==> src/rtl/nco_pkg.sv <==
// nco_pkg: default sizes, cfg_sel encodings and channel-index width helper for nco_multi.
package nco_pkg;
    localparam int NCO_N_CH_DEF  = 4;
    localparam int NCO_ACC_W_DEF = 32;
    localparam logic NCO_SEL_STEP = 1'b0;
    localparam logic NCO_SEL_DUTY = 1'b1;
    function automatic int nco_clog2(input int n);
        return (n <= 2) ? 1 : $clog2(n);
    endfunction
endpackage

==> src/rtl/nco_channel.sv <==
// nco_channel: one phase accumulator with wrap-applied pending step (and duty/PWM under NCO_PWM_EN).
module nco_channel
    import nco_pkg::*;
#(
    parameter int ACC_W = NCO_ACC_W_DEF
) (
    input  logic             clk,
    input  logic             rst,
    input  logic             en,
    input  logic             sync,
    input  logic             wr_step,
`ifdef NCO_PWM_EN
    input  logic             wr_duty,
    output logic             pwm,
`endif
    input  logic [ACC_W-1:0] wr_data,
    output logic             busy,
    output logic             sq,
    output logic             tick,
    output logic [ACC_W-1:0] acc
);
    logic [ACC_W-1:0] acc_q, acc_d, step_q, step_d, pstep_q, pstep_d;
    logic             spend_q, spend_d, tick_q, tick_d, apply;
    logic [ACC_W:0]   sum;
    // pending values take effect only where the waveform restarts: wrap, sync or while idle
    always_comb begin
        sum     = {1'b0, acc_q} + {1'b0, step_q};
        apply   = sync || !en || sum[ACC_W];
        acc_d   = sync ? '0 : en ? sum[ACC_W-1:0] : acc_q;
        tick_d  = !sync && en && sum[ACC_W];
        step_d  = (spend_q && apply) ? pstep_q : step_q;
        spend_d = wr_step || (spend_q && !apply);
        pstep_d = wr_step ? wr_data : pstep_q;
    end
    always_ff @(posedge clk) begin
        if (rst) begin
            acc_q   <= '0;
            step_q  <= '0;
            pstep_q <= '0;
            spend_q <= 1'b0;
            tick_q  <= 1'b0;
        end else begin
            acc_q   <= acc_d;
            step_q  <= step_d;
            pstep_q <= pstep_d;
            spend_q <= spend_d;
            tick_q  <= tick_d;
        end
    end
`ifdef NCO_PWM_EN
    logic [ACC_W-1:0] duty_q, duty_d, pduty_q, pduty_d;
    logic             dpend_q, dpend_d, pwm_q, pwm_d;
    always_comb begin
        duty_d  = (dpend_q && apply) ? pduty_q : duty_q;
        dpend_d = wr_duty || (dpend_q && !apply);
        pduty_d = wr_duty ? wr_data : pduty_q;
        pwm_d   = acc_q < duty_q;
    end
    always_ff @(posedge clk) begin
        if (rst) begin
            duty_q  <= '0;
            pduty_q <= '0;
            dpend_q <= 1'b0;
            pwm_q   <= 1'b0;
        end else begin
            duty_q  <= duty_d;
            pduty_q <= pduty_d;
            dpend_q <= dpend_d;
            pwm_q   <= pwm_d;
        end
    end
    assign busy = spend_q || dpend_q;
    assign pwm  = pwm_q;
`else
    assign busy = spend_q;
`endif
    assign acc  = acc_q;
    assign sq   = acc_q[ACC_W-1];
    assign tick = tick_q;
endmodule

==> src/rtl/nco_multi.sv <==
// nco_multi: N_CH NCO channels with cfg decode, cfg_ready mux and phase_sync fan-out; NCO_PWM_EN adds cfg_sel/pwm_out.
module nco_multi
    import nco_pkg::*;
#(
    parameter int N_CH  = NCO_N_CH_DEF,
    parameter int ACC_W = NCO_ACC_W_DEF,
    parameter int CH_W  = nco_clog2(N_CH)
) (
    input  logic                  sys_clk,
    input  logic                  sys_rst,
    input  logic [N_CH-1:0]       ch_en,
    input  logic                  phase_sync,
    input  logic                  cfg_valid,
    output logic                  cfg_ready,
    input  logic [CH_W-1:0]       cfg_chan,
    input  logic [ACC_W-1:0]      cfg_step,
`ifdef NCO_PWM_EN
    input  logic                  cfg_sel,
    output logic [N_CH-1:0]       pwm_out,
`endif
    output logic [N_CH-1:0]       sq_out,
    output logic [N_CH-1:0]       tick,
    output logic [N_CH*ACC_W-1:0] phase
);
    logic [N_CH-1:0]      busy, wr;
    logic [(1<<CH_W)-1:0] busy_x;
    logic                 sel;
`ifdef NCO_PWM_EN
    assign sel = cfg_sel;
`else
    assign sel = NCO_SEL_STEP;
`endif
    // unpopulated channel indices read as not busy, so writes to them are accepted and dropped
    always_comb begin
        busy_x           = '0;
        busy_x[N_CH-1:0] = busy;
        cfg_ready        = !busy_x[cfg_chan];
        for (int i = 0; i < N_CH; i++) wr[i] = cfg_valid && cfg_ready && (cfg_chan == CH_W'(i));
    end
    for (genvar i = 0; i < N_CH; i++) begin : g_ch
        nco_channel #(.ACC_W(ACC_W)) u_ch (
            .clk     (sys_clk),
            .rst     (sys_rst),
            .en      (ch_en[i]),
            .sync    (phase_sync),
            .wr_step (wr[i] && sel == NCO_SEL_STEP),
`ifdef NCO_PWM_EN
            .wr_duty (wr[i] && sel == NCO_SEL_DUTY),
            .pwm     (pwm_out[i]),
`endif
            .wr_data (cfg_step),
            .busy    (busy[i]),
            .sq      (sq_out[i]),
            .tick    (tick[i]),
            .acc     (phase[i*ACC_W +: ACC_W])
        );
    end
endmodule
==> config.mk <==
export PLATFORM = sky130hd
export DESIGN_NAME = nco_multi
export DESIGN_NICKNAME = d
export VERILOG_FILES = /design/src/rtl/nco_pkg.sv /design/src/rtl/nco_channel.sv /design/src/rtl/nco_multi.sv
export SDC_FILE = /design/constraint.sdc
export NUM_CORES = 1
export LEC_CHECK = 0
export BUFFER_PORTS_ARGS = -buffer_cell sky130_fd_sc_hd__buf_4
export CAP_MARGIN = 40
export CORE_ASPECT_RATIO = 0.6
export CORE_MARGIN = 1.5
export CORE_UTILIZATION = 50
export DETAILED_ROUTE_END_ITERATION = 16
export PLACE_DENSITY = 0.71
export SYNTH_ARGS = -nofsm -noshare
export SYNTH_HDL_FRONTEND = slang
export SYNTH_SLANG_ARGS = --single-unit
==> constraint.sdc <==
create_clock -name sys_clk -period 4.7 [get_ports sys_clk]
set_input_delay 0.235 -clock sys_clk [delete_from_list [all_inputs] [get_ports sys_clk]]
set_output_delay 0.235 -clock sys_clk [all_outputs]
set_load 0.005 [all_outputs]
# [After elaboration in Yosys (flattened, before gate mapping)]
# Cells that the tools add are included.
[totals] register_bits=392 input_bits=42
[classes] n_eq_ne=3 n_lt_le_gt_ge=1 n_reduce_logical=45 mux=2 add_sub_neg=4
[ops] op="$add 32x32->33" count=4
[ops] op="$logic_and 1x1->1" count=21
[ops] op="$logic_or 1x1->1" count=12
[ops] op="$logic_not 1->1" count=10
[ops] op="$eq 2x2->1 const B" count=2
[ops] op="$lt 2x3->1 const B" count=1
[ops] op="$bmux 1 s2" count=1
[ops] op="$eq 2x1->1 const B" count=1
[ops] op="$logic_not 2->1" count=1
[ops] op="$reduce_or 2->1" count=1
[ops] op="$mux 1" count=1

# [Longest topological paths before layout]
# Gate-level depths: netlist of run 1.
[logic_depth] word_depth=6 mapped_depth=13 ltp_nobuf=11

# [Hierarchy]
# A second synthesis of run 1 with hierarchy kept.
[hier_totals] cells_unflattened=2335 hier_area_um2=20826.2
[modules_own_cells] module="nco_channel at g_ch[0].u_ch ..." n_inst=2 cells_each=595 area_each_um2=5255.0 seq_area_each_um2=1961.9
[modules_own_cells] module="nco_channel at g_ch[2].u_ch" n_inst=1 cells_each=568 area_each_um2=5129.9 seq_area_each_um2=1961.9
[modules_own_cells] module="nco_channel at g_ch[3].u_ch" n_inst=1 cells_each=570 area_each_um2=5122.4 seq_area_each_um2=1961.9
[modules_own_cells] module="nco_multi" n_inst=1 cells_each=7 area_each_um2=63.8 seq_area_each_um2=0.0

# [Worst setup path before layout of run 1]
# OpenSTA, ideal clock, no wires.
[synth_timing] kind="reg-to-reg" startpoint="register g_ch[2].u_ch.acc_q[0]" endpoint="register g_ch[2].u_ch.step_q[1]" required_ns=4.572 stages_incl_launch_ff=13 setup_time_ns=0.128 n_path_buf=1 arrival_ns=2.796 slack_ns=1.776 path_cell_list="dfxtp_1 ha_1 fa_1 a211oi_1 o21ai_0 o2111ai_1 a31o_2 a22oi_2 a31o_2 o21ai_4 buf_12 mux2i_1 nor2_1"
[synth_via] elab_chain_len=3
[synth_lines] item="start: declaration" line_no="nco_channel.sv:22" text="logic [ACC_W-1:0] acc_q, acc_d, step_q, step_d, pstep_q, pstep_d;"
[synth_lines] item="start signal: assignment" line_no="nco_channel.sv:37" text="acc_q <= '0;"
[synth_lines] item="start signal: assignment" line_no="nco_channel.sv:43" text="acc_q <= acc_d;"
[synth_lines] item="$add 32x32->33" line_no="nco_channel.sv:27" text="sum = {1'b0, acc_q} + {1'b0, step_q};"
[synth_lines] item="$logic_or 1x1->1" line_no="nco_channel.sv:28" text="apply = sync || !en || sum[ACC_W];"
[synth_lines] item="$logic_and 1x1->1" line_no="nco_channel.sv:31" text="step_d = (spend_q && apply) ? pstep_q : step_q;"
[synth_lines] item="end signal: assignment" line_no="nco_channel.sv:44" text="step_q <= step_d;"
[synth_lines] item="end: declaration" line_no="nco_channel.sv:22"
# Every way passes these cells.
# A chain may end at the register's enable or synchronous reset.

# [Worst setup path after layout of run 1]
[layout_timing] startpoint="register g_ch[1].u_ch.acc_q[0]" endpoint="register g_ch[1].u_ch.step_q[28]"
[layout_via] elab_chain_len=3
[layout_lines] item="start: declaration" line_no="nco_channel.sv:22"
[layout_lines] item="start signal: assignment" line_no="nco_channel.sv:37"
[layout_lines] item="start signal: assignment" line_no="nco_channel.sv:43"
[layout_lines] item="$add 32x32->33" line_no="nco_channel.sv:27"
[layout_lines] item="$logic_or 1x1->1" line_no="nco_channel.sv:28"
[layout_lines] item="$logic_and 1x1->1" line_no="nco_channel.sv:31"
[layout_lines] item="end signal: assignment" line_no="nco_channel.sv:44"
[layout_lines] item="end: declaration" line_no="nco_channel.sv:22"
# Every way passes these cells.

==> flow_summary.toml, run 1 <==
[setup_path]
crit_required_ps = 5110
ff2ff_setup_slack_ps = 1060
r2r.worst_path.cells = 12
critical_path.endpoint_type = "flip-flop"
r2r-end = "g_ch[1].u_ch.step_q[28]"
critical_path_class = "reg2reg"
worstPathMaxFanout = 12
r2r_start = "g_ch[1].u_ch.acc[0]"
worst_ep_arrival_time_ps = 4040
crit_path_start_kind = "flip-flop"

[final_layout]
nFillCells = 3592
drive_above_1_share_pct = 11.4
final_nets = 2709
area_growth_pct = 14.3
final_common_cell = "dfxtp_1"
layout_common_cells = "dfxtp_1, nand2_1, a21oi_1"

[place]
portBuffers = 178
pre_cts_ws_ps = 1110
routabilityCongestion = 0.892
post-dp-hpwl_mm = 42.3

[drt]
ant_nets = 0
wl_mm = 59.3
drt-wirelength-per-cell_um = 19.2
drt_iter0_drc = 1451
first_pass_iters = 7
drc = 0
vias = 17866
via_per_inst = 5.77

[die]
pin_count = 179
fp.dieW_um = 265
die_h_um = 160
num_rows = 57
die_area_mm2 = 0.0425
core_area_mm2 = 0.0406
start_util_pct = 50.8

[sta]
min_period_ps = 3640
slew_headroom_pct = 39.2
skew_ps = 16.9
worst_pin_slew_ps = 912
maxSlewViolCount = 0
final_hold_viol_count = 0
setup_viol = 0
worst_slack_ps = 1060
fmax_mhz = 275
fin_crit_sh_pct = 77.3
grt_setup_unrepaired = "false"
tns_ps = 0

[worst_hold_path]
min_path_cells = 3
min-delay-start = "cfg_step[22]"
holdPathEnd = "g_ch[3].u_ch.pstep_q[22]"
hp-class = "in2reg"

[yosys]
synth_top_family_by_area = "simple AND/OR/NAND/NOR gates"
synth_cell_types = 69
synthXorXnorAreaFrac_pct = 4.41
synth.cell_area_mm2 = 0.0206
syn-num-nets = 2600
synth-seq-area-share_pct = 38.0
async_flop_share_pct = 0
syn_avg_cell_area_um2 = 8.51
synthAdderAreaFrac_pct = 8.15
synth_warnings = 0
muxShareOfSynthArea_pct = 10.1
synth_compound_area_share_pct = 17.4
netlist_instances = 2426
yosys.area_share.simple_pct = 17.8
synthFlopType = "dfxtp_1"
synth_edf_count = 0
ys_ff_latch = 392

[power]
total_power_mw = 7.00
power.density_mw_per_mm2 = 297
p_leak_nw = 10.6
ir_worst_vdd_uv = 206

[global_route]
grt_pass1_vias = 16423
grt_usage_pct = 27.0
grt_pass1_wl_mm = 91.4
grt_max_degree = 102
antenna_found_initial = 1
grt-ovfl-total = 0

[run_status]
outcome = "finished clean"

[flow_run]
maxCapViolations = 0

[clock_tree]
clkSinkCount = 392
tritoncts = "yes"
cts_buffers = 39
clockBufferDepth = 3
clk_pin_slew_ps = 70
htree_levels = 2
cts_root_buffer = "clkbuf_16"
clock_latency_ps = 550
where the power goes:
| part | switching, mW | internal, mW |
|---|---|---|
| logic | 0.254 | 0.132 |
| registers | 0.0311 | 3.37 |
| clock network | 1.40 | 1.81 |
| total | 1.69 | 5.31 |
worst max-delay path by stage:
stage	start	end	slack (ps)	depth (start not counted)
floorplan	g_ch[2].u_ch.acc[0]	g_ch[2].u_ch.step_q[1]	1780	12
global placement	g_ch[1].u_ch.acc[0]	g_ch[1].u_ch.step_q[10]	1280	12
detailed placement	g_ch[1].u_ch.acc[0]	g_ch[1].u_ch.step_q[28]	1110	12
CTS	g_ch[1].u_ch.acc[0]	g_ch[1].u_ch.step_q[22]	1080	12
global route	g_ch[1].u_ch.acc[0]	g_ch[1].u_ch.step_q[8]	890	12
finish	g_ch[1].u_ch.acc[0]	g_ch[1].u_ch.step_q[28]	1060	12
repair_timing:
action	CTS	global route
endpoints found under the hold margin	51	0
hold buffers	18	0
buffers inserted	0	0
resized for setup	0	0
registers in the layout, indices dropped and copies added, names as in the netlist:
| signal | cells |
|---|---|
| g_ch.u_ch.tick | 4 |
| g_ch.u_ch.busy | 4 |
| g_ch.u_ch.acc | 128 |
| g_ch.u_ch.step_q | 128 |
| g_ch.u_ch.pstep_q | 128 |
critical path, cell delays in order, from the launching register on:
cell and delay (ps):
dfxtp_1 360, ha_1 240, fa_1 280, a211oi_1 130, o21ai_2 270, o2111ai_2 200, o311ai_4 410, nand3_2 110
a21oi_2 240, o211a_1 620, buf_4 340, mux2i_1 220, nor2_1 60
stage by stage:
| step | instance area [um^2] | instances | utilization [%] | hold slack, ps |
|---|---|---|---|---|
| 3_5_place_dp | 22100 | 3006 | 54.5 | 446 |
| 6_report | 23600 | 3095 | 58.1 | 18.3 |
| 2_1_floorplan | 20600 | 2426 | - | 371 |
| 5_1_grt | 23600 | 3095 | 58.1 | 4.01 |
| 4_1_cts | 23600 | 3093 | 58.1 | 1.22 |
| 3_3_place_gp | 22000 | 3003 | 54.3 | 441 |
synth_stat cells, drive strengths merged, types with 27 or more instances:
library cell  count  area, um^2
dfxtp           392        7850
nand2           342        1280
a21oi           269        1360
nor2            260         976
mux2i           208        2080
ha              128        1600
clkbuf          109         409
o21ai            89         464
nand2b           76         475
a21o             72         541
xnor2            58         508
nand3            49         250
xor2             46         403
buf              38         330
a211oi           33         248
nand4            27         169
kinds of logic (layout without fill, tap and decap cells):
family                     after synthesis  after routing
buffers and inverters                  170            307
and+or+nand+nor                        838            838
other                                    0              1
AOI/OAI and AO/OA                      581            581
muxes                                  209            209
adders and majority gates              132            132
DFF                                    392            392
xor gates and xnor gates               104            104
metal layers:
metal	GRT usage, %	vias up	wire, um
met5	0	-	0
met4	8.29	0	1610
met3	5.64	94	4840
met2	39.1	620	24300
li1	-	8712	-
met1	40.0	8440	28600
final cells by class:
class | count | area [um^2] | share of cell area [%]
Antenna cell | 1 | 2.50 | 0.0106
Clock buffer | 48 | 1080 | 4.59
Clock inverter | 21 | 201 | 0.854
Inverter | 23 | 86.3 | 0.366
Multi-Input combinational cell | 1864 | 12000 | 50.8
Sequential cell | 392 | 7850 | 33.3
Tap cell | 531 | 664 | 2.82
Timing Repair Buffer | 215 | 1700 | 7.22
Power figures use the tool's default switching activity.
==> run 2: changes to the inputs <==
==> constraint.sdc (replaced) <==
create_clock -name sys_clk -period 3.4 [get_ports sys_clk]
set_input_delay 0.17 -clock sys_clk [delete_from_list [all_inputs] [get_ports sys_clk]]
set_output_delay 0.17 -clock sys_clk [all_outputs]
set_load 0.005 [all_outputs]
==> flow_summary.toml, run 2 (synthesis gave the netlist of run 1 again) <==
[run_status]
outcome = "finished clean"

[sta]
worst_pin_slew_ps = 811
skew_ps = 11.7
tns_ps = 0
slew_headroom_pct = 45.9
setup_viol = 0
fin_crit_sh_pct = 94.8
fin_hold_ws_ps = 111
final_hold_viol_count = 0
worst_slack_ps = 178
fmax_mhz = 310
min_period_ps = 3220
maxSlewViolCount = 0

[final_layout]
drive_above_1_share_pct = 11.8
fin_cells = 3119
nFillCells = 3620
final_nets = 2735
layout_common_cells = "dfxtp_1, nand2_1, a21oi_1"
area_growth_pct = 16.0
final_common_cell = "dfxtp_1"

[clock_tree]
clockBufferDepth = 3
cts_buffers = 40
tritoncts = "yes"
clock_latency_ps = 540
cts_root_buffer = "clkbuf_16"
clk_pin_slew_ps = 60
clkSinkCount = 392
htree_levels = 2

[drt]
via_per_inst = 5.74
wl_mm = 59.2
drt_iter0_drc = 1652
drt-wirelength-per-cell_um = 19.0
vias = 17899
first_pass_iters = 8
ant_nets = 0
drc = 0

[die]
die_area_mm2 = 0.0425
die_h_um = 160
core_area_mm2 = 0.0406
pin_count = 179
num_rows = 57
fp.dieW_um = 265
start_util_pct = 50.8

[setup_path]
worst_ep_arrival_time_ps = 3620
ff2ff_setup_slack_ps = 180
crit_path_start_kind = "flip-flop"
cp-endpoint = "g_ch[2].u_ch.step_q[1]"
critical_path_class = "reg2reg"
crit_required_ps = 3790
r2r-end = "g_ch[2].u_ch.step_q[1]"
r2r.worst_path.cells = 12
critPathLaunch = "g_ch[2].u_ch.acc[0]"
critical_path.endpoint_type = "flip-flop"
worstPathMaxFanout = 32
r2r_start = "g_ch[2].u_ch.acc[0]"

[place]
portBuffers = 178
routabilityCongestion = 0.901
dpl.cell_count = 3018
pre_cts_ws_ps = 168
post-dp-hpwl_mm = 42.5

[global_route]
antenna_found_initial = 2
grt_usage_pct = 27.4
grt_pass1_vias = 16606
grt-ovfl-total = 0
grt_pass1_wl_mm = 93.0
grt_max_degree = 193

[flow_run]
maxCapViolations = 0

[power]
p_leak_nw = 10.7
ir_worst_vdd_uv = 283
power.density_mw_per_mm2 = 408
total_power_mw = 9.76

[worst_hold_path]
hp-class = "in2reg"
-- run 2: cell type report --
cell class / instances / area, um^2 / share of cell area, %
inverters: 23 / 86.3 / 0.361
clock buffers: 51 / 1130 / 4.74
well taps: 531 / 664 / 2.78
flip-flops and latches: 392 / 7850 / 32.8
repair buffers: 240 / 2000 / 8.38
clock inverters: 17 / 190 / 0.795
multi-input cells: 1864 / 12000 / 50.1
diodes: 1 / 2.50 / 0.0105
-- run 2: power breakdown --
group          switching [mW]  total, mW  internal [mW]
Sequential             0.0426       4.70           4.65
Combinational           0.353      0.554          0.200
Clock                    1.91       4.51           2.60
-- run 2: worst min-delay path by stage --
stage	depth (start not counted)	end	startpoint
after CTS	4	g_ch[3].u_ch.busy	phase_sync
after detailed placement	2	g_ch[3].u_ch.pstep_q[26]	g_ch[3].u_ch.pstep_q[26]
after global placement	2	g_ch[3].u_ch.pstep_q[26]	g_ch[3].u_ch.pstep_q[26]
after floorplan	2	g_ch[0].u_ch.pstep_q[0]	cfg_step[0]
final	4	g_ch[3].u_ch.busy	phase_sync
after global routing	4	g_ch[3].u_ch.busy	phase_sync
-- run 2: worst max-delay path, cell delays in order (launching register included) --
cell and delay, ps:
dfxtp_1 320, ha_1 240, fa_1 440, a211oi_1 230, o21ai_0 210, o2111ai_2 260
a31o_2 240, a22oi_2 120, a31o_2 270, o21ai_4 150, buf_12 250, mux2i_1 250
nor2_1 60
-- run 2: per-layer routing --
layer	up-vias	GRT usage, %	share of wire (%)
met5	-	0	0
met4	0	7.27	2.5
met3	97	4.91	7.0
met2	575	39.8	41
met1	8425	41.5	50
li1	8802	-	-
-- run 2: what timing repair did --
action,4_1_cts,5_1_grt
resized for setup,0,4
buffers inserted,0,0
endpoints found under the hold margin,128,0
hold buffers,32,0
setup endpoints to repair,0,29
-- run 2: per-stage QoR --
stage                     area, um^2  utilization, %
after floorplan                20600               -
after global placement         22200            54.7
after detailed placement       22300            54.9
after CTS                      23900            58.9
after global routing           23900            59.0
final                          23900            59.0
==> run 3: changes to the inputs <==
--- a/config.mk
+++ b/config.mk
@@ -7,11 +7,14 @@
 export LEC_CHECK = 0
 export BUFFER_PORTS_ARGS = -buffer_cell sky130_fd_sc_hd__buf_4
 export CAP_MARGIN = 40
+export CELL_PAD_IN_SITES_DETAIL_PLACEMENT = 0
+export CELL_PAD_IN_SITES_GLOBAL_PLACEMENT = 1
 export CORE_ASPECT_RATIO = 0.6
 export CORE_MARGIN = 1.5
-export CORE_UTILIZATION = 50
+export CORE_UTILIZATION = 46
 export DETAILED_ROUTE_END_ITERATION = 16
-export PLACE_DENSITY = 0.71
+export GPL_TIMING_DRIVEN = 0
+export PLACE_DENSITY = 0.83
 export SYNTH_ARGS = -nofsm -noshare
 export SYNTH_HDL_FRONTEND = slang
 export SYNTH_SLANG_ARGS = --single-unit
==> flow_summary.toml, run 3 (synthesis gave the netlist of run 1 again) <==
[sta]
worst_pin_slew_ps = 946
fin_crit_sh_pct = 97.8
grt_setup_unrepaired = "true"
final_hold_viol_count = 0
fmax_mhz = 301
skew_ps = 14.7
worst_slack_ps = 73.4
fin_hold_ws_ps = 31.6
slew_headroom_pct = 37.0
setup_viol = 0
maxSlewViolCount = 0
min_period_ps = 3330

[drt]
drt-wirelength-per-cell_um = 19.9
ant_nets = 0
drc = 0
drt_iter0_drc = 1849
via_per_inst = 5.65
wl_mm = 65.8
first_pass_iters = 6
vias = 18672

[power]
seqPwrFrac_pct = 45.5
ir_worst_vdd_uv = 322
comb_power_share_pct = 6.0
total_power_mw = 10.3
power.density_mw_per_mm2 = 417
p_switching_mw = 2.46
swShare_pct = 23.8
intPower_mw = 7.87
p_leak_nw = 11.0
clkPwrFrac_pct = 48.4

[clock_tree]
htree_levels = 2
clockBufferDepth = 3
cts_root_buffer = "clkbuf_16"
tritoncts = "yes"
clock_latency_ps = 560
clk_pin_slew_ps = 60
clkSinkCount = 392
cts_buffers = 41

[die]
num_rows = 59
fp.dieW_um = 276
start_util_pct = 47.1
pin_count = 179
core_area_mm2 = 0.0438
die_area_mm2 = 0.0462
die_h_um = 167

[final_layout]
layout_common_cells = "dfxtp_1, nand2_1, a21oi_1"
multi_input_area_mm2 = 0.0120
final_util_pct = 56.6
final_common_cell = "dfxtp_1"
final_nets = 2867
seq_area_mm2 = 0.00785
nFillCells = 4054
fin_cells = 3305
drive_above_1_share_pct = 11.9
area_growth_pct = 20.0

[global_route]
grt_max_degree = 16
grt_usage_pct = 28.0
grt_pass1_vias = 17462
grt_pass1_wl_mm = 101
grt-ovfl-total = 0
antenna_found_initial = 1

[place]
portBuffers = 177
routabilityCongestion = 0.919
dpl.cell_count = 3190
post-dp-hpwl_mm = 49.2
pre_cts_ws_ps = -147

[setup_path]
critical_path_class = "reg2reg"
critical_path.endpoint_type = "flip-flop"
worstPathMaxFanout = 10
worst_ep_arrival_time_ps = 3760
crit_path_start_kind = "flip-flop"
crit_required_ps = 3830

[run_status]
outcome = "finished clean"

[flow_run]
maxCapViolations = 0

[worst_hold_path]
hp-class = "in2reg"
[run 3: cell type report]
type | instances | area share [%]
clock inverter | 19 | 1.10
clock buffer | 56 | 4.95
multi-input combinational | 1864 | 48.6
tap | 579 | 2.93
inverter | 23 | 0.349
antenna | 1 | 0.0101
sequential | 392 | 31.7
buffer | 147 | 3.03
timing repair buffer | 224 | 7.36
[run 3: path summary, 6_finish.rpt]
check	start	end	slack [ps]	depth (start not counted)
max reg2reg	g_ch[3].u_ch.acc[0]	g_ch[3].u_ch.step_q[27]	70	12
min reg2reg	g_ch[0].u_ch.pstep_q[4]	g_ch[0].u_ch.pstep_q[4]	460	2
min	cfg_chan[1]	g_ch[0].u_ch.pstep_q[1]	30	4
max	g_ch[3].u_ch.acc[0]	g_ch[3].u_ch.step_q[27]	70	12
[run 3: through the flow]
step | instance area, um^2 | TNS, ps
after floorplan | 20600 | 0
after global placement | 22700 | -2200
after detailed placement | 22800 | -6440
after CTS | 24600 | 0
after global routing | 24800 | -129
final | 24800 | 0
[run 3: power by group through the flow]
stage	Sequential (mW)	Combinational (mW)	Clock [mW]
finish	4.70	0.625	5.00
global route	4.71	0.669	5.27
detailed placement	4.80	0.581	0
CTS	4.70	0.615	5.07
global placement	4.80	0.559	0
floorplan	4.78	0.321	0
[run 3: critical path: stages (launching register included)]
cell and delay (ps):
dfxtp_1 330, ha_1 250, fa_1 470, a211oi_2 260, o21ai_2 130, o211ai_1 340, a31o_2 270, o31a_1 280
nand3_1 160, nand3_4 200, buf_6 200, mux2i_1 240, nor2_1 60
[run 3: metal layers]
metal  track usage [%]  vias up  routed length (um)
met2              40.5      598               26900
li1                  -     9085                   -
met1              42.6     8892               32700
met5                 0        -                   0
met4              7.42        0                1390
met3              4.45       97                4750
[run 3: timing repair]
action                     CTS  global route
setup endpoints to repair   93           123
pin swaps                    2             6
hold buffers                33             0
hold endpoints to repair   129             0
setup buffers                2             4
gates resized for setup      4            15
